===== config.mk =====
export PLATFORM = sky130hd
export DESIGN_NAME = seg7_scan_ctrl
export DESIGN_NICKNAME = d
export VERILOG_FILES = /design/src/rtl/seg7_scan_ctrl.sv
export SDC_FILE = /design/constraint.sdc
export NUM_CORES = 1
export LEC_CHECK = 0
export ABC_AREA = 1
export CAP_MARGIN = 20
export CORE_MARGIN = 2
export CORE_UTILIZATION = 49
export CTS_BUF_LIST = sky130_fd_sc_hd__clkbuf_16
export DETAILED_ROUTE_END_ITERATION = 10
export PLACE_DENSITY = 0.75
export SKIP_LAST_GASP = 1
export SLEW_MARGIN = 15
export SYNTH_ARGS = -nofsm -noshare
export SYNTH_HDL_FRONTEND = slang
export SYNTH_SLANG_ARGS = --single-unit

===== constraint.sdc =====
create_clock -name CLK_S -period 1.9 [get_ports CLK_S]
set_clock_uncertainty 0.1 [all_clocks]
set_input_delay 0.38 -clock CLK_S [delete_from_list [all_inputs] [get_ports CLK_S]]
set_output_delay 0.38 -clock CLK_S [all_outputs]
set_load 0.05 [all_outputs]

===== src/rtl/seg7_scan_ctrl.sv =====
// seg7_scan_ctrl: multiplexed common-anode seven-segment scanner.
// Scans DIGITS digits from a PAGES-deep hex bus. Page/data/controls are
// snapshotted once per frame so a display never tears. Each slot opens with
// blank cycles to stop ghosting. Leading-zero suppression, decimal points and
// per-digit blink are applied to the snapshot.
module seg7_scan_ctrl #(
  parameter int DIGITS       = 4,
  parameter int PAGES        = 2,
  parameter int SCAN_DIV     = 4096,
  parameter int BLANK_CYC    = 1,
  parameter int BLINK_FRAMES = 32,
  localparam int PW = (PAGES > 1) ? $clog2(PAGES) : 1
) (
  input  logic                      CLK_S,
  input  logic                      RST_N,
  input  logic [4*DIGITS*PAGES-1:0] Data,
  input  logic [PW-1:0]             Page,
  input  logic [DIGITS-1:0]         Dp,
  input  logic                      Lz_Sup,
  input  logic [DIGITS-1:0]         Blink_En,
  input  logic                      Enable,
  output logic [DIGITS-1:0]         AN,
  output logic [7:0]                Seg,
  output logic                      Frame_Tick
);

  localparam int DW = $clog2(SCAN_DIV);
  localparam int GW = (DIGITS > 1) ? $clog2(DIGITS) : 1;
  localparam int BW = (BLINK_FRAMES > 1) ? $clog2(BLINK_FRAMES) : 1;
  localparam int NW = 4 * DIGITS;

  localparam logic [DW-1:0] DIV_LAST   = DW'(SCAN_DIV - 1);
  localparam logic [DW-1:0] BLANK_LIM  = DW'(BLANK_CYC);
  localparam logic [GW-1:0] DIG_LAST   = GW'(DIGITS - 1);
  localparam logic [BW-1:0] BLINK_LAST = BW'(BLINK_FRAMES - 1);

  logic [DW-1:0]     div_cnt;
  logic [GW-1:0]     dig;
  logic              frame_start;

  logic [NW-1:0]     snap_data;
  logic [DIGITS-1:0] snap_dp;
  logic [DIGITS-1:0] snap_blink;
  logic              snap_lz;

  logic [BW-1:0]     blink_cnt;
  logic              blink_ph;

  logic [NW-1:0]     page_arr [PAGES];
  logic [NW-1:0]     page_sel;

  logic [3:0]        nib [DIGITS];
  logic [DIGITS-1:0] dp_pos;
  logic [DIGITS-1:0] blink_pos;
  logic [DIGITS-1:0] sup_pos;
  logic [DIGITS-1:0] an_sel;

  logic [DIGITS-1:0] an_d;
  logic [7:0]        seg_d;
  logic              lit;

  assign frame_start = (div_cnt == '0) && (dig == '0);

  // Slot prescaler and digit pointer; these run even while the display is dark.
  always_ff @(posedge CLK_S or negedge RST_N) begin
    if (!RST_N) begin
      div_cnt <= '0;
      dig     <= '0;
    end else if (div_cnt == DIV_LAST) begin
      div_cnt <= '0;
      dig     <= (dig == DIG_LAST) ? '0 : dig + 1'b1;
    end else begin
      div_cnt <= div_cnt + 1'b1;
    end
  end

  for (genvar p = 0; p < PAGES; p++) begin : g_page
    assign page_arr[p] = Data[NW*p +: NW];
  end

  // Page mux; an out-of-range page selector falls back to page 0.
  always_comb begin
    page_sel = page_arr[0];
    for (int p = 1; p < PAGES; p++) begin
      if (Page == PW'(p)) page_sel = page_arr[p];
    end
  end

  // Frame snapshot of everything the display shows, taken at the first cycle of slot 0.
  always_ff @(posedge CLK_S or negedge RST_N) begin
    if (!RST_N) begin
      snap_data  <= '0;
      snap_dp    <= '0;
      snap_blink <= '0;
      snap_lz    <= 1'b0;
    end else if (frame_start) begin
      snap_data  <= page_sel;
      snap_dp    <= Dp;
      snap_blink <= Blink_En;
      snap_lz    <= Lz_Sup;
    end
  end

  // Blink phase toggles every BLINK_FRAMES frames.
  always_ff @(posedge CLK_S or negedge RST_N) begin
    if (!RST_N) begin
      blink_cnt <= '0;
      blink_ph  <= 1'b0;
    end else if (frame_start) begin
      if (blink_cnt == BLINK_LAST) begin
        blink_cnt <= '0;
        blink_ph  <= ~blink_ph;
      end else begin
        blink_cnt <= blink_cnt + 1'b1;
      end
    end
  end

  // Per-scan-position views (position 0 = leftmost digit = MS nibble).
  for (genvar g = 0; g < DIGITS; g++) begin : g_pos
    assign nib[g]               = snap_data[4*(DIGITS-1-g) +: 4];
    assign dp_pos[g]            = snap_dp[DIGITS-1-g];
    assign blink_pos[g]         = snap_blink[DIGITS-1-g];
    assign an_sel[DIGITS-1-g]   = (dig == GW'(g));
    if (g == DIGITS - 1) begin : g_last
      assign sup_pos[g] = 1'b0;
    end else begin : g_lead
      assign sup_pos[g] = snap_lz && (snap_data[NW-1 -: 4*(g+1)] == '0);
    end
  end

  function automatic logic [6:0] hex_font(input logic [3:0] v);
    logic [6:0] f;
    case (v)
      4'h0:    f = 7'b0000001;
      4'h1:    f = 7'b1001111;
      4'h2:    f = 7'b0010010;
      4'h3:    f = 7'b0000110;
      4'h4:    f = 7'b1001100;
      4'h5:    f = 7'b0100100;
      4'h6:    f = 7'b0100000;
      4'h7:    f = 7'b0001111;
      4'h8:    f = 7'b0000000;
      4'h9:    f = 7'b0000100;
      4'hA:    f = 7'b0001000;
      4'hB:    f = 7'b1100000;
      4'hC:    f = 7'b0110001;
      4'hD:    f = 7'b1000010;
      4'hE:    f = 7'b0110000;
      default: f = 7'b0111000;
    endcase
    return f;
  endfunction

  // Next anode/segment pattern for the current slot from the snapshot.
  always_comb begin
    lit   = 1'b1;
    seg_d = {hex_font(nib[dig]), ~dp_pos[dig]};
    if (sup_pos[dig]) begin
      if (dp_pos[dig]) begin
        seg_d = 8'hFE;
      end else begin
        seg_d = 8'hFF;
        lit   = 1'b0;
      end
    end
    if (blink_ph && blink_pos[dig]) lit = 1'b0;
    if (div_cnt < BLANK_LIM) lit = 1'b0;
    an_d = lit ? ~an_sel : '1;
    if (!Enable) begin
      an_d  = '1;
      seg_d = 8'hFF;
    end
  end

  // Registered pin drivers so the board sees glitch-free anodes and segments.
  always_ff @(posedge CLK_S or negedge RST_N) begin
    if (!RST_N) begin
      AN         <= '1;
      Seg        <= 8'hFF;
      Frame_Tick <= 1'b0;
    end else begin
      AN         <= an_d;
      Seg        <= seg_d;
      Frame_Tick <= frame_start;
    end
  end

endmodule


## Yosys cells after proc, flatten, opt, wreduce, memory -nomap -nowiden

Memory sizes are Yosys's and may differ from the RTL's.
Index checks and enable logic that the tools add are counted.

- Multipliers: 0
- Muxes and demuxes: 22
- $lt $le $gt $ge: 3
- Shift-type cells: 0
- Equality and inequality tests: 5
- Reduce and logical (&&, ||, !) cells: 11
- $add $sub $neg: 3
- Bitwise logic cells: 4
- Div/mod/pow operators: 0

Operator list:

| kind | number |
|---|---|
| zero test 12 bit | 2 |
| two-way mux 16 bit | 1 |
| two-way mux 4 bit | 4 |
| two-way mux 8 bit | 2 |
| adder 12 x 1 -> 12 bit (second input constant) | 1 |
| == test 12 bit (second input constant) | 1 |
| < comparator 12 x 1 -> 1 bit (second input constant) | 1 |
| two-way mux 12 bit | 1 |
| binary-select mux 4 bit (select 2 bit) | 1 |
| zero test 8 bit | 1 |
| two-way mux 1 bit | 8 |
| binary-select mux 1 bit (select 2 bit) | 3 |
| adder 5 x 1 -> 5 bit (second input constant) | 1 |
| == test 5 bit (second input constant) | 1 |
| logical AND 1 bit | 5 |
| two-way mux 5 bit | 1 |
| == test 2 bit (second input constant) | 2 |
| zero test 4 bit | 1 |
| NOT 4 bit | 1 |
| >= comparator 3 bit (second input constant) | 1 |
| < comparator 2 x 3 -> 1 bit (second input constant) | 1 |
| NOT 2 -> 3 bit | 1 |
| adder 2 x 1 -> 2 bit (second input constant) | 1 |
| == test 2 x 1 -> 1 bit (second input constant) | 1 |
| 4 further kinds | 5 |

- Flip-flop bits (word level): 58
- Input bits: 45
- Memories: 1
- ROM bits: 112
- Output and inout port bits: 13
- Bits in latches: 0
- Word-level logic and storage cells: 60
- Bits in writable memories: 0

Memory list:

| name | depth | width | rd ports | clocked after Yosys merged registers in | wr ports | line | text |
|---|---|---|---|---|---|---|---|
| (name not given) | 16 | 7 | 1 | 0 | 0 | 134 | `case (v)` |

## Logic depth before layout (Yosys ltp)

- Depth after elaboration: 9
- Gate-level depth with buffers: 12
- Depth with buffers taken out: 10

## Worst setup path after synthesis

No wires, ideal clock.

- Path kind: reg2reg
- Start: register dig[0]
- End: register Seg[5]
- Stages on the path, launching flop included: 12
- Data required time: 1740 ps
- Slack: 141 ps
- Arrival: 1599 ps
- Buffers on the path: 2
- Library setup time: 60 ps
- Period minus slack after synthesis: 1759 ps
- Cells stage by stage: dfrtp_1 -> buf_4 -> buf_4 -> nand2_1 -> nand3_1 -> nand2_1 -> inv_1 -> ha_1 -> nand3b_1 -> nor2_1 -> nor2_1 -> nand2_1

- Word-level cells in the longest chain between the ends: 7
- Elaborated cells between the ends (all ways): 9
- Those cells by class: mux: 7; bitwise: 1; memory: 1

RTL lines:

| item | line | text |
|---|---|---|
| start, declared | 38 | `logic [GW-1:0] dig;` |
| start signal, assigned | 71 | `dig <= (dig == DIG_LAST) ? '0 : dig + 1'b1;` |
| NOT 2 -> 3 bit (implied by the code) | 158 | `seg_d = {hex_font(nib[dig]), ~dp_pos[dig]};` |
| binary-select mux 4 bit (select 2 bit) | 158 |  |
| two-way mux 4 bit (implied by the code) (2 in series) | 158 |  |
| memory read (16 x 7 bit) | n/a |  |
| two-way mux 8 bit (*) | 159 | `if (sup_pos[dig]) begin` |
| two-way mux 8 bit (*) | 170 | `if (!Enable) begin` |
| named net seg_d[5] | 59 | `logic [7:0] seg_d;` |
| end signal, assigned | 184 | `Seg <= seg_d;` |
| end, declared | 23 | `output logic [7:0] Seg,` |

Mark *: on every way through the listed nets, which the timed path passes. The rest lies on a longest branch. The select of a mux whose other input is x is not followed.
A chain may end at the register's enable or synchronous reset.

## Final worst setup path

- Start: register div_cnt[0]
- End: register snap_data[11], in the netlist nib[11]

- Word-level cells in the longest chain between the ends: 2

RTL lines:

| item | line | text |
|---|---|---|
| start, declared | 37 | `logic [DW-1:0] div_cnt;` |
| start signal, assigned | 73 | `div_cnt <= div_cnt + 1'b1;` |
| zero test 12 bit | 62 | `assign frame_start = (div_cnt == '0) && (dig == '0);` |
| logical AND 1 bit | 62 |  |
| end signal, assigned | 97 | `snap_data <= page_sel;` |
| end, declared | 41 | `logic [NW-1:0] snap_data;` |

Every way passes these cells.

==> results.json <==
{
  "synth_area_leaders": "dfrtp_1 (36%), nand2_1 (16%), dfstp_2 (9.7%), ha_1 (5.4%), mux2i_1 (4.9%)",
  "h-tree-depth": 3,
  "die_h_um": 85.3,
  "power_switching_mw": 0.761,
  "hold_slack_ns": 0.385,
  "antenna_left": 0,
  "cts-root-buf": "clkbuf_16",
  "synth_top_family_by_area": "simple AND/OR/NAND/NOR gates",
  "track_usage_pct": 20.1,
  "worst_slew_pin_slew_ns": 0.374,
  "p_leak_nw": 2.12,
  "postPlaceCellArea_um2": 3980,
  "io_buffer_count": 57,
  "synth_fa_ha_area_share_pct": 5.41,
  "wl_per_cell_um": 12.3,
  "fp.dieArea_um2": 7270,
  "drt_iter0_drc": 117,
  "cp_data_arrival_time_ns": 1.84,
  "cp.required_ns": 1.99,
  "seqPwrFrac_pct": 41.1,
  "wirelength_mm": 6.65,
  "power.internal_mw": 2.52,
  "synth-compound-area-share_pct": 4.80,
  "period_share_pct": 92.1,
  "fin_setup_tns_ns": 0,
  "via_count": 2716,
  "synth-seq-cells": 58,
  "core-area_um2": 6390,
  "post_cts.repair.setup_buffers": 0,
  "routed_via_density": 5.02,
  "yosysTopAreaCell": "dfrtp_1",
  "grt_pass1_wl_mm": 11.7,
  "clock_latency_ns": 0.32,
  "fin_nets": 518,
  "setup_viol": 0,
  "worstPathMaxFanout": 22,
  "fp.dieW_um": 85.3,
  "num_rows": 29,
  "grt_overflow": 0,
  "finalHoldViolCount": 0,
  "netlist.area_leader.share_pct": 35.6,
  "sw_frac_of_total_pct": 23.2,
  "synthSimpleGateAreaFrac_pct": 30.2,
  "numCtsBuffers": 9,
  "cp-end-kind": "flop",
  "path_class": "reg2reg",
  "slew_headroom_pct": 74.9,
  "synth.distinct_cells": 29,
  "period_minus_slack_ns": 1.75,
  "worstSetupStartpointType": "flop",
  "drive_above_1_share_pct": 15.1,
  "clockBufferDepth": 2,
  "power_density_nw_per_um2": 759,
  "cap_viol_max_count": 0,
  "io-pin-count": 58,
  "fmax_mhz": 572,
  "postSynthCellCount": 396,
  "firstDrtPassIters": 5,
  "yosysSeqAreaShare_pct": 45.3,
  "first_global_vias": 2581,
  "hp-class": "reg2reg",
  "synth_xor_xnor_area_share_pct": 1.89,
  "path_clk_slew_ns": 0.05,
  "utilization_pct": 67.6,
  "start_util_pct": 50.7,
  "status": "completed",
  "synth_fp_nets": 455,
  "cts_tree": "yes",
  "hpwl_mm": 4.70,
  "diodes": 0,
  "grt_max_degree": 59,
  "synth_area_per_cell_um2": 8.17,
  "p_comb_share_pct": 13.5,
  "drv_slew": 0,
  "stdcell_area_um2": 4320,
  "syn_area_um2": 3240,
  "yosys_warnings": 0,
  "clkSinkCount": 58,
  "gp_congestion": 0.847,
  "ir_drop_v": 0.000542,
  "power.share.clock_pct": 45.4,
  "route.detailed.drc": 0,
  "antenna_found_initial": 0,
  "synthMuxAreaShare_pct": 4.95,
  "syn2layout_area_growth_pct": 33.5
}
cells in the mapped netlist, drive strengths merged:
master  number
nand2      142
dfrtp       46
nor2        37
nand3       35
inv         32
o21ai       23
mux2i       16
ha          14
dfstp       12
buf         11
nor3         7
nand3b       6
xor2         5
a21oi        2
or2          2
xnor2        2
clkbuf       1
clkinv       1
nand4        1
nor3b        1
cells in the final DEF, fill, tap and decap left out, types with 3 or more instances in the layout:
master	netlist	layout
clkbuf_16	0	10
clkdlybuf4s50_1	0	43
buf_12	0	15
o21ai_2	8	8
nand2_2	2	4
nand3_1	32	32
nand2_1	140	138
o21ai_0	15	15
ha_1	14	14
xor2_1	5	5
inv_2	4	3
inv_1	27	30
nor3_1	7	7
nor2_2	2	3
nor2_1	35	34
dfrtp_1	46	45
mux2i_1	16	16
dfstp_2	12	12
nand3b_1	6	6
kinds of logic after synthesis:
family          Yosys count
simple gates            231
flops                    58
buf+inv                  45
compound gates           25
mux                      16
fa+ha+maj                14
xor+xnor                  7
power by group through the flow:
stage	Sequential [mW]	Clock, mW	Combinational [mW]
detailed placement	1.37	0	0.442
finish	1.35	1.49	0.443
floorplan	1.41	0	0.153
CTS	1.35	1.51	0.447
global placement	1.37	0	0.433
global route	1.36	1.58	0.488
final timing paths:
check	from	end	slack [ns]	cells after the start
worst max register to register	div_cnt[0]	nib[11]	0.15	8
max in group asynchronous	RST_N	Seg[2]	0.90	3
worst max-delay path	div_cnt[0]	nib[11]	0.15	8
min in group asynchronous	RST_N	blink_cnt[1]	0.49	3
worst min-delay path	snap_blink[0]	snap_blink[0]	0.39	2
worst min register to register	snap_blink[0]	snap_blink[0]	0.39	2
per-stage QoR:
step | setup slack (ns) | power, mW | std cells
final | 0.151 | 3.28 | 541
after global routing | -0.00701 | 3.42 | 541
after CTS | 0.0865 | 3.30 | 540
after detailed placement | 0.107 | 1.81 | 523
after global placement | 0.176 | 1.80 | 523
after floorplan | 0.141 | 1.57 | 396
per-layer routing:
| layer | GRT usage (%) | up-vias | wire [µm] |
|---|---|---|---|
| li1 | - | 1387 | - |
| met1 | 27.8 | 1253 | 3140 |
| met2 | 30.5 | 64 | 3140 |
| met3 | 5.06 | 12 | 254 |
| met4 | 8.08 | 0 | 115 |
| met5 | 0 | - | 0 |
worst max-delay path, cell delays in order (launching register included):
cell	delay [ns]
dfrtp_1	0.42
inv_1	0.10
ha_1	0.15
nand3_1	0.13
nor2_2	0.18
nand3_4	0.16
clkbuf_16	0.23
nand2_1	0.07
o21ai_0	0.09
sequential cells by signal, summed over array words and instances, names as in the netlist:
| name | flops |
|---|---|
| blink_ph | 1 |
| Seg | 8 |
| dig | 2 |
| snap_blink | 4 |
| Frame_Tick | 1 |
| blink_cnt | 5 |
| snap_lz | 1 |
| div_cnt | 12 |
| snap_dp | 4 |
| nib | 16 |
| AN | 4 |
area by class of cell:
type	count	area [µm²]
Sequential cell	58	1470
Multi-Input combinational cell	293	1550
Clock buffer	9	225
Fill cell	521	2070
Clock inverter	7	53.8
Timing Repair Buffer	64	797
Tap cell	77	96.3
Inverter	33	134
repair_timing:
action,4_1_cts,5_1_grt
endpoints found under the hold margin,46,0
hold buffers,1,0
endpoints found under the setup margin,0,10
resized for setup,0,7
Note: power is estimated with default switching activity, not from simulation.
